File: config.mk
export PLATFORM = sky130hd
export DESIGN_NAME = arp_rx
export DESIGN_NICKNAME = d
export VERILOG_FILES = /design/src/rtl/arp_pkg.sv /design/src/rtl/arp_rx_match.sv /design/src/rtl/arp_rx.sv
export SDC_FILE = /design/constraint.sdc
export NUM_CORES = 1
export LEC_CHECK = 0
export CELL_PAD_IN_SITES_DETAIL_PLACEMENT = 0
export CELL_PAD_IN_SITES_GLOBAL_PLACEMENT = 2
export CORE_MARGIN = 10
export CORE_UTILIZATION = 34
export CTS_CLUSTER_SIZE = 20
export DETAILED_ROUTE_END_ITERATION = 6
export DONT_BUFFER_PORTS = 1
export GPL_TIMING_DRIVEN = 1
export MAX_ROUTING_LAYER = met4
export PLACE_DENSITY_LB_ADDON = 0.1
export REMOVE_ABC_BUFFERS = 1
export SLEW_MARGIN = 20
export SYNTH_ARGS = -nofsm -noshare
export SYNTH_HDL_FRONTEND = slang
export SYNTH_SLANG_ARGS = --single-unit
File: constraint.sdc
create_clock -name clk -period 1.9 [get_ports clk]
set_clock_uncertainty 0.15 [all_clocks]
set_input_delay 0.38 -clock clk [delete_from_list [all_inputs] [get_ports clk]]
set_output_delay 0.38 -clock clk [all_outputs]
set_load 0.05 [all_outputs]
File: src/rtl/arp_pkg.sv
// Shared ARP receive definitions: octet offsets within the Ethernet frame,
// expected fixed-field values, arp_bus bit positions and the receiver state type.
package arp_pkg;

  localparam logic [5:0] OFF_ETYPE   = 6'd12;
  localparam logic [5:0] OFF_HTYPE   = 6'd14;
  localparam logic [5:0] OFF_PTYPE   = 6'd16;
  localparam logic [5:0] OFF_HLEN    = 6'd18;
  localparam logic [5:0] OFF_PLEN    = 6'd19;
  localparam logic [5:0] OFF_OPER    = 6'd20;
  localparam logic [5:0] OFF_SHA     = 6'd22;
  localparam logic [5:0] OFF_SPA     = 6'd28;
  localparam logic [5:0] OFF_WR_LAST = 6'd31;
  localparam logic [5:0] OFF_TPA     = 6'd38;
  localparam logic [5:0] OFF_LAST    = 6'd41;

  localparam logic [15:0] ETYPE_ARP  = 16'h0806;
  localparam logic [15:0] HTYPE_ETH  = 16'h0001;
  localparam logic [15:0] PTYPE_IPV4 = 16'h0800;
  localparam logic [7:0]  HLEN_ETH   = 8'd6;
  localparam logic [7:0]  PLEN_IPV4  = 8'd4;
  localparam logic [15:0] OPER_REQ   = 16'h0001;
  localparam logic [15:0] OPER_REP   = 16'h0002;

  localparam int BUS_WR  = 8;
  localparam int BUS_STB = 9;
  localparam int BUS_OK  = 10;

  typedef enum logic [1:0] {
    ST_IDLE,
    ST_RX,
    ST_DROP
  } state_e;

  function automatic logic [5:0] cnt_inc(input logic [5:0] c);
    return (c == 6'h3f) ? c : c + 6'd1;
  endfunction

endpackage

File: src/rtl/arp_rx_match.sv
// Per-octet field comparator for the ARP receiver. With ARP_RX_DEST_MAC_CHECK_EN
// defined it also classifies destination-MAC octets as broadcast / our-MAC.
module arp_rx_match
  import arp_pkg::*;
#(
  parameter logic [31:0] IP  = {8'd192, 8'd168, 8'd7, 8'd2}
`ifdef ARP_RX_DEST_MAC_CHECK_EN
  ,
  parameter logic [47:0] MAC = 48'h125555000130
`endif
) (
  input  logic [5:0] cnt_i,
  input  logic [7:0] data_i,
  output logic       checked_o,
  output logic       equal_o
`ifdef ARP_RX_DEST_MAC_CHECK_EN
  ,
  output logic       dst_o,
  output logic       dst_bc_o,
  output logic       dst_uc_o
`endif
);

  logic [7:0] exp_oct;

  always_comb begin
    checked_o = 1'b1;
    exp_oct   = 8'h00;
    case (cnt_i)
      OFF_ETYPE:          exp_oct = ETYPE_ARP[15:8];
      OFF_ETYPE + 6'd1:   exp_oct = ETYPE_ARP[7:0];
      OFF_HTYPE:          exp_oct = HTYPE_ETH[15:8];
      OFF_HTYPE + 6'd1:   exp_oct = HTYPE_ETH[7:0];
      OFF_PTYPE:          exp_oct = PTYPE_IPV4[15:8];
      OFF_PTYPE + 6'd1:   exp_oct = PTYPE_IPV4[7:0];
      OFF_HLEN:           exp_oct = HLEN_ETH;
      OFF_PLEN:           exp_oct = PLEN_IPV4;
      OFF_OPER:           exp_oct = OPER_REQ[15:8];
      OFF_OPER + 6'd1:    exp_oct = OPER_REQ[7:0];
      OFF_TPA:            exp_oct = IP[31:24];
      OFF_TPA + 6'd1:     exp_oct = IP[23:16];
      OFF_TPA + 6'd2:     exp_oct = IP[15:8];
      OFF_TPA + 6'd3:     exp_oct = IP[7:0];
      default:            checked_o = 1'b0;
    endcase
  end

  assign equal_o = (data_i == exp_oct);

`ifdef ARP_RX_DEST_MAC_CHECK_EN
  logic [7:0] mac_oct;

  always_comb begin
    dst_o   = 1'b1;
    mac_oct = 8'h00;
    case (cnt_i)
      6'd0:    mac_oct = MAC[47:40];
      6'd1:    mac_oct = MAC[39:32];
      6'd2:    mac_oct = MAC[31:24];
      6'd3:    mac_oct = MAC[23:16];
      6'd4:    mac_oct = MAC[15:8];
      6'd5:    mac_oct = MAC[7:0];
      default: dst_o   = 1'b0;
    endcase
  end

  assign dst_bc_o = (data_i == 8'hff);
  assign dst_uc_o = (data_i == mac_oct);
`endif

endmodule

File: src/rtl/arp_rx.sv
// ARP request receiver: parses the octet stream, forwards sender MAC/IP on arp_bus
// and frames each packet with start/end strobes. Optional ARP_RX_DEST_MAC_CHECK_EN.
module arp_rx
  import arp_pkg::*;
#(
  parameter logic [31:0] IP  = {8'd192, 8'd168, 8'd7, 8'd2},
  parameter logic [47:0] MAC = 48'h125555000130
) (
  input  logic        clk,
  input  logic        rst_n,
  input  logic [7:0]  rx_data,
  input  logic        rx_strobe,
  input  logic        rx_crc_ok,
  output logic [10:0] arp_bus
);

  state_e      state_q, state_d;
  logic [5:0]  cnt_q, cnt_d;
  logic        match_q, match_d;
  logic        complete_q, complete_d;
  logic        crc_q, crc_d;
  logic [10:0] bus_q, bus_d;
  logic        chk, eq, octet_ok, in_wr, dst_ok;

`ifdef ARP_RX_DEST_MAC_CHECK_EN
  logic dst, dst_bc, dst_uc;
  logic bc_q, bc_d, uc_q, uc_d;
`endif

  arp_rx_match #(
    .IP  (IP)
`ifdef ARP_RX_DEST_MAC_CHECK_EN
    ,
    .MAC (MAC)
`endif
  ) u_match (
    .cnt_i     (cnt_q),
    .data_i    (rx_data),
    .checked_o (chk),
    .equal_o   (eq)
`ifdef ARP_RX_DEST_MAC_CHECK_EN
    ,
    .dst_o     (dst),
    .dst_bc_o  (dst_bc),
    .dst_uc_o  (dst_uc)
`endif
  );

  assign octet_ok = !(chk && !eq);
  assign in_wr    = (cnt_q >= OFF_SHA) && (cnt_q <= OFF_WR_LAST);

`ifdef ARP_RX_DEST_MAC_CHECK_EN
  // Broadcast and unicast are tracked separately so a mixed address never passes.
  assign dst_ok = bc_q | uc_q;
`else
  assign dst_ok = 1'b1;
`endif

  always_comb begin
    state_d    = state_q;
    cnt_d      = cnt_q;
    match_d    = match_q;
    complete_d = complete_q;
    crc_d      = crc_q;
    bus_d      = 11'b0;
`ifdef ARP_RX_DEST_MAC_CHECK_EN
    bc_d       = bc_q;
    uc_d       = uc_q;
`endif
    case (state_q)
      ST_IDLE: begin
        cnt_d = 6'd0;
        if (rx_strobe) begin
          // cnt_q is 0 here, so the first octet is checked in this cycle.
          state_d          = ST_RX;
          cnt_d            = 6'd1;
          match_d          = octet_ok;
          complete_d       = 1'b0;
          crc_d            = rx_crc_ok;
          bus_d[BUS_STB]   = 1'b1;
`ifdef ARP_RX_DEST_MAC_CHECK_EN
          bc_d             = dst_bc;
          uc_d             = dst_uc;
`endif
        end
      end
      ST_RX: begin
        if (rx_strobe) begin
          cnt_d      = cnt_inc(cnt_q);
          match_d    = match_q & octet_ok;
          complete_d = complete_q | (cnt_q == OFF_LAST);
          crc_d      = rx_crc_ok;
          if (in_wr) begin
            bus_d[BUS_WR]  = 1'b1;
            bus_d[7:0]     = rx_data;
          end
`ifdef ARP_RX_DEST_MAC_CHECK_EN
          if (dst) begin
            bc_d = bc_q & dst_bc;
            uc_d = uc_q & dst_uc;
          end
`endif
        end else begin
          state_d         = ST_IDLE;
          cnt_d           = 6'd0;
          bus_d[BUS_STB]  = 1'b1;
          bus_d[BUS_OK]   = match_q & complete_q & crc_q & dst_ok;
        end
      end
      ST_DROP: begin
        cnt_d = 6'd0;
        if (!rx_strobe) state_d = ST_IDLE;
      end
      default: state_d = ST_IDLE;
    endcase
  end

  // Reset lands in DROP so a packet already in flight is ignored entirely.
  always_ff @(posedge clk or negedge rst_n) begin
    if (!rst_n) begin
      state_q    <= ST_DROP;
      cnt_q      <= 6'd0;
      match_q    <= 1'b0;
      complete_q <= 1'b0;
      crc_q      <= 1'b0;
      bus_q      <= 11'b0;
`ifdef ARP_RX_DEST_MAC_CHECK_EN
      bc_q       <= 1'b0;
      uc_q       <= 1'b0;
`endif
    end else begin
      state_q    <= state_d;
      cnt_q      <= cnt_d;
      match_q    <= match_d;
      complete_q <= complete_d;
      crc_q      <= crc_d;
      bus_q      <= bus_d;
`ifdef ARP_RX_DEST_MAC_CHECK_EN
      bc_q       <= bc_d;
      uc_q       <= uc_d;
`endif
    end
  end

  assign arp_bus = bus_q;

endmodule
[Word-level counts from Yosys, hierarchy flattened]
Cells that the tools add are included.
Operators by class
  $add $sub $neg: 1
  order comparisons: 2
  equality and inequality tests: 22
  muxes and demuxes: 22
  bitwise gates (word level): 4
  reductions and logical operators: 17
Operators by type and width (number)
  $pmux W8 S8: 1
  $eq A6 B5 Y1 const B: 6
  $eq A6 B6 Y1 const B: 5
  $mux W9: 3
  $eq A6 B4 Y1 const B: 4
  $pmux W6 S3: 1
  $reduce_or A14 Y1: 1
  $mux W6: 2
  $reduce_or A2 Y1: 5
  $eq A8 B8 Y1: 1
  $mux W1: 8
  $add A6 B1 Y6 const B: 1
  $ge A6 B5 Y1 const B: 1
  $le A6 B5 Y1 const B: 1
  $mux W2: 3
  $ne A2 B2 Y1 const B: 3
  $pmux W1 S2: 3
  $reduce_and A2 Y1: 3
  $pmux W2 S2: 1
  $and A1 B1 Y1: 3
  $ne A3 B3 Y1 const B: 1
  $reduce_and A3 Y1: 1
  $reduce_bool A3 Y1: 1
  $eq A2 B1 Y1 const B: 1
  6 further kinds: 8
Word-level totals
  register bits after elaboration: 22
  bits of input ports: 12
  output and inout port bits: 11

[Depth between registers and ports, before layout]
  depth after elaboration: 10
  mapped depth: 8
  gate-level depth less buffers: 8

[By module]
A second synthesis with hierarchy kept.
Second synthesis, totals
  cells, all modules: 139
  area total of the unflattened synthesis: 1370.1 µm²
Modules (own cells, without submodules)
  arp_rx: times used 1, cells an instance 96, area an instance 1071.0 µm², sequential area each 551.8 µm²
  arp_rx_match: times used 1, cells an instance 43, area an instance 299.0 µm², sequential area each 0.0 µm²

[Worst setup path before layout]
Ideal clock, no wire load.
  path type: flip-flop to flip-flop
  from: reg cnt_q[0]
  to: reg match_q
  arrival: 1627 ps
  path slack: 49 ps
  cell stages (with the launch flop): 9
  buffers on the path: 1
  period minus slack after synthesis: 1851 ps
  cell sequence: dfrtp_1 ha_1 buf_6 or2_0 a22oi_1 nand4_1 a2111oi_2 nor2_1 o21ai_2
Between the ends
  longest elaborated chain between the ends: 10
  elaborated cells on any way between the ends: 28
Ends and longest elaborated chain
  start, declared: RTL line arp_rx.sv:18  | logic [5:0] cnt_q, cnt_d;
  start signal, assigned: RTL line arp_rx.sv:133  | cnt_q <= cnt_d;
  $eq A6 B4 Y1 / $eq A6 B5 Y1 (equally long branches): RTL line arp_rx_match.sv:29  | case (cnt_i)
  $reduce_or A2 Y1 (no source line)
  $pmux W8 S8: RTL line arp_rx_match.sv:29
  $eq A8 B8 Y1: RTL line arp_rx_match.sv:48  | assign equal_o = (data_i == exp_oct);
  $logic_not A1 Y1: RTL line arp_rx.sv:49  | assign octet_ok = !(chk && !eq);
  $logic_and A1 B1 Y1 (*): RTL line arp_rx.sv:49
  $logic_not A1 Y1 (*): RTL line arp_rx.sv:49
  $and A1 B1 Y1: RTL line arp_rx.sv:90  | match_d = match_q & octet_ok;
  $mux W1: RTL line arp_rx.sv:88  | if (rx_strobe) begin
  $pmux W1 S2 (*): RTL line arp_rx.sv:70  | case (state_q)
  end signal, assigned: RTL line arp_rx.sv:134  | match_q <= match_d;
  end, declared: RTL line arp_rx.sv:19  | logic match_q, match_d;
Mark *: on every way between the ends. The rest lies on a longest branch, timed or not. The select of a mux whose other input is x is not followed.
A chain may end at the register's enable or synchronous reset.

[Worst setup path after layout]
  from: reg cnt_q[2]
  to: reg match_q
The elaborated chain is that of the path after synthesis.

==> impl_metrics.tcl <==
set metrics [dict create \
    status "finished, final reports clean" \
    drv_slew 0 \
    clk_latency_ns 0.27 \
    antenna_found_initial 0 \
    initial_utilization_pct 35.00 \
    rows 23 \
    placed_cells 216 \
    drt_pass1_iterations 4 \
    slew-limit-headroom_pct 66.02 \
    reg2reg_to "match_q$_DFFE_PN0P_" \
    fin_nets 200 \
    drtIter0Drc 64 \
    placement.setup.worst_slack_ns 0.001436 \
    r2r_cells 7 \
    required_ns 1.95 \
    die_h_microns 83.94 \
    syn_area_sq_um 1390 \
    path_buf_inv 2 \
    switching_share_pct 31.63 \
    synth-simple-area-share_pct 27.90 \
    synth_seq_cells 22 \
    hold_path.class "input pin to flop" \
    tightest_slew_ns 0.5097 \
    synthCells 151 \
    grt_max_degree 23 \
    grt_pass1_wl_microns 5796 \
    routed_wl_microns 3789 \
    synth-adder-area-share_pct 6.301 \
    vias_per_cell 5.187 \
    min_to "arp_bus[7]$_DFF_PN0_" \
    avgSynthCellArea_sq_um 9.206 \
    p_comb_share_pct 30.7 \
    switchingPower_w 0.0004704 \
    seq_area_frac_synth_pct 39.69 \
    holdCritStartpoint "rx_data[7]" \
    arrival_ns 1.90 \
    portBuffers 0 \
    pwr-share-seq_pct 39.3 \
    gr-total-overflow 0 \
    synth_edf_count 0 \
    critPathLaunchType "flop" \
    synth.distinct_cells 44 \
    hpwl_microns 2848 \
    ys_warn_count 0 \
    max_freq_ghz 0.5403 \
    cts.htree.levels 1 \
    synthFlopType "dfrtp_1" \
    wire_per_inst_microns 16.47 \
    core_sq_um 3971 \
    ctsLongestPathBuffers 2 \
    track_usage_pct 10.10 \
    cp_slowest_stage_delay_ns 0.45 \
    final_cell_mix "25 x buf_4, 16 x dfrtp_1, 14 x nand2_1" \
    async_reset_ff_share_pct 100.0 \
    drtAntennaViolNets 0 \
    synth_compound_area_share_pct 15.57 \
    crit_fanout 6 \
    holdPathStages 1 \
    cap_violations 0 \
    clk_pin_slew_ns 0.09 \
    crit_chain "buf_6 > nor4b_4 > buf_4 > a32o_2 > xnor2_2 > nand4_1 > o21ai_2" \
    routed-wl-met3_microns 108 \
    layout_setup_ws_ns 0.04908 \
    drcViolationCount 0 \
    regToRegSetupSlack_ns 0.05 \
    hold_viol 0 \
    wl_met2_microns 1875 \
    wirelength_met1_microns 1745 \
    critPathSlowestCell "dfrtp_2" \
    period_needed_ns 1.851 \
    cts_sinks 22 \
    stdcell_count 230 \
    vias 1193 \
    cts_tree "built" \
    powerDensity_nw_per_um2 807.5 \
    grt_pass1_vias 1153 \
    vdd_drop_max_mv 0.3643 \
    layout-drive-gt1-share_pct 36.11 \
    setup_violations 0 \
    cts_root_buf "clkbuf_8" \
    cp-end-kind "flop" \
    ios 23 \
    final_common_cell "buf_4" \
    critical_path.top_delay_family "flip-flops" \
    cts_buffers 3 \
    syn_to_final_growth_pct 32.49 \
    synth-xor-area-share_pct 2.520 \
    leakagePower_nw 0.7618 \
    synth.area.mux_share_pct 1.530 \
    gp_congestion 0.8656 \
    rsz0062_at_grt "yes" \
    synth_top_family_by_area "simple AND/OR/NAND/NOR gates" \
    antenna_cells 0 \
    die_w_microns 83.94 \
    crit_type "flop to flop" \
    p_int_w 0.001017 \
    top_layer "met4" \
    finalCritPeriodShare_pct 97.42 \
    dieArea_sq_um 7046 \
    pwr-share-clk_pct 30.0 \
    regToRegStartpoint "cnt_q[2]$_DFFE_PN0P_" \
]
-- routing by layer --
metal | global-route usage (%) | vias up
li1 | - | 585
met1 | 11.92 | 580
met2 | 17.14 | 22
met3 | 2.051 | 6
met4 | 2.283 | 0
met5 | - | -
-- sequential cells by signal (all words and copies together) (netlist names) --
register and count:
complete_q 1, state_q 2, match_q 1, crc_q 1, cnt_q 6, arp_bus 11
-- synth_stat cells (all sizes together), types with 2 or more instances --
cell type / count / area share (%)
a21oi: 6 / 2.4
a22oi: 3 / 1.6
a31o: 2 / 1.3
a31oi: 2 / 0.90
and2: 7 / 3.2
and3: 2 / 0.90
buf: 4 / 3.0
clkbuf: 2 / 0.81
dfrtp: 21 / 38
ha: 7 / 6.3
inv: 10 / 2.7
nand2: 15 / 4.1
nand2b: 4 / 1.8
nand3: 9 / 3.2
nand3b: 6 / 3.2
nand4: 2 / 0.90
nor2: 10 / 2.7
nor3: 4 / 1.8
o21ai: 14 / 5.3
or2: 2 / 0.90
xnor2: 4 / 2.5
-- through the flow --
stage                      power, W  TNS [ns]  hold slack [ns]  cell area (sq um)  util, %
after global routing       0.001583  -0.03596          0.07169               1842    46.38
after floorplan           0.0007893         0         -0.06559               1338        -
after CTS                  0.001406         0          0.07738               1654    41.65
final                      0.001487         0          0.08353               1842    46.38
after detailed placement  0.0009283         0         -0.06479               1558    39.23
after global placement    0.0009225         0         -0.06483               1558    39.23
-- power by group through the flow --
| stage | sequential [W] | combinational, W | clock [W] |
|---|---|---|---|
| 2_1_floorplan | 0.000566 | 0.000223 | 0 |
| 3_3_place_gp | 0.000571 | 0.000352 | 0 |
| 3_5_place_dp | 0.000577 | 0.000352 | 0 |
| 4_1_cts | 0.000568 | 0.000374 | 0.000464 |
| 5_1_grt | 0.000589 | 0.000508 | 0.000487 |
| 6_report | 0.000585 | 0.000456 | 0.000446 |
-- kinds of logic (layout without fill, tap and decap cells) --
group	Yosys count	after routing
simple gates	67	67
compound gates	33	33
flops	22	22
buf+inv	16	45
fa+ha+maj	7	7
xor+xnor	4	4
mux	2	2
-- timing repair --
item                                    4_1_cts  5_1_grt
setup buffers                                 1        7
hold endpoints to repair                     22       21
endpoints found under the setup margin        1       12
pin swaps                                     0       10
gates resized for setup                       5       29
hold buffers                                  1        1
-- worst max path at each step --
stage          slack, ns                    from                   to  cells after the start
2_1_floorplan       0.06    cnt_q[0]$_DFFE_PN0P_  match_q$_DFFE_PN0P_                      7
3_3_place_gp        0.02  state_q[1]$_DFFE_PN1P_  match_q$_DFFE_PN0P_                      7
3_5_place_dp       0.001    cnt_q[1]$_DFFE_PN0P_  match_q$_DFFE_PN0P_                      8
4_1_cts            0.003    cnt_q[0]$_DFFE_PN0P_  match_q$_DFFE_PN0P_                      7
5_1_grt            -0.04    cnt_q[2]$_DFFE_PN0P_  match_q$_DFFE_PN0P_                      7
6_report            0.05    cnt_q[2]$_DFFE_PN0P_  match_q$_DFFE_PN0P_                      7
-- cell type report --
type,count,area (sq um)
clock buffers,3,41.29
clock inverters,1,30.03
inverters,10,37.54
multi-input cells,113,864.6
well taps,50,62.56
repair buffers,31,247.7
flip-flops and latches,22,558.0
fillers,379,2130
Power figures use the tool's default switching activity.
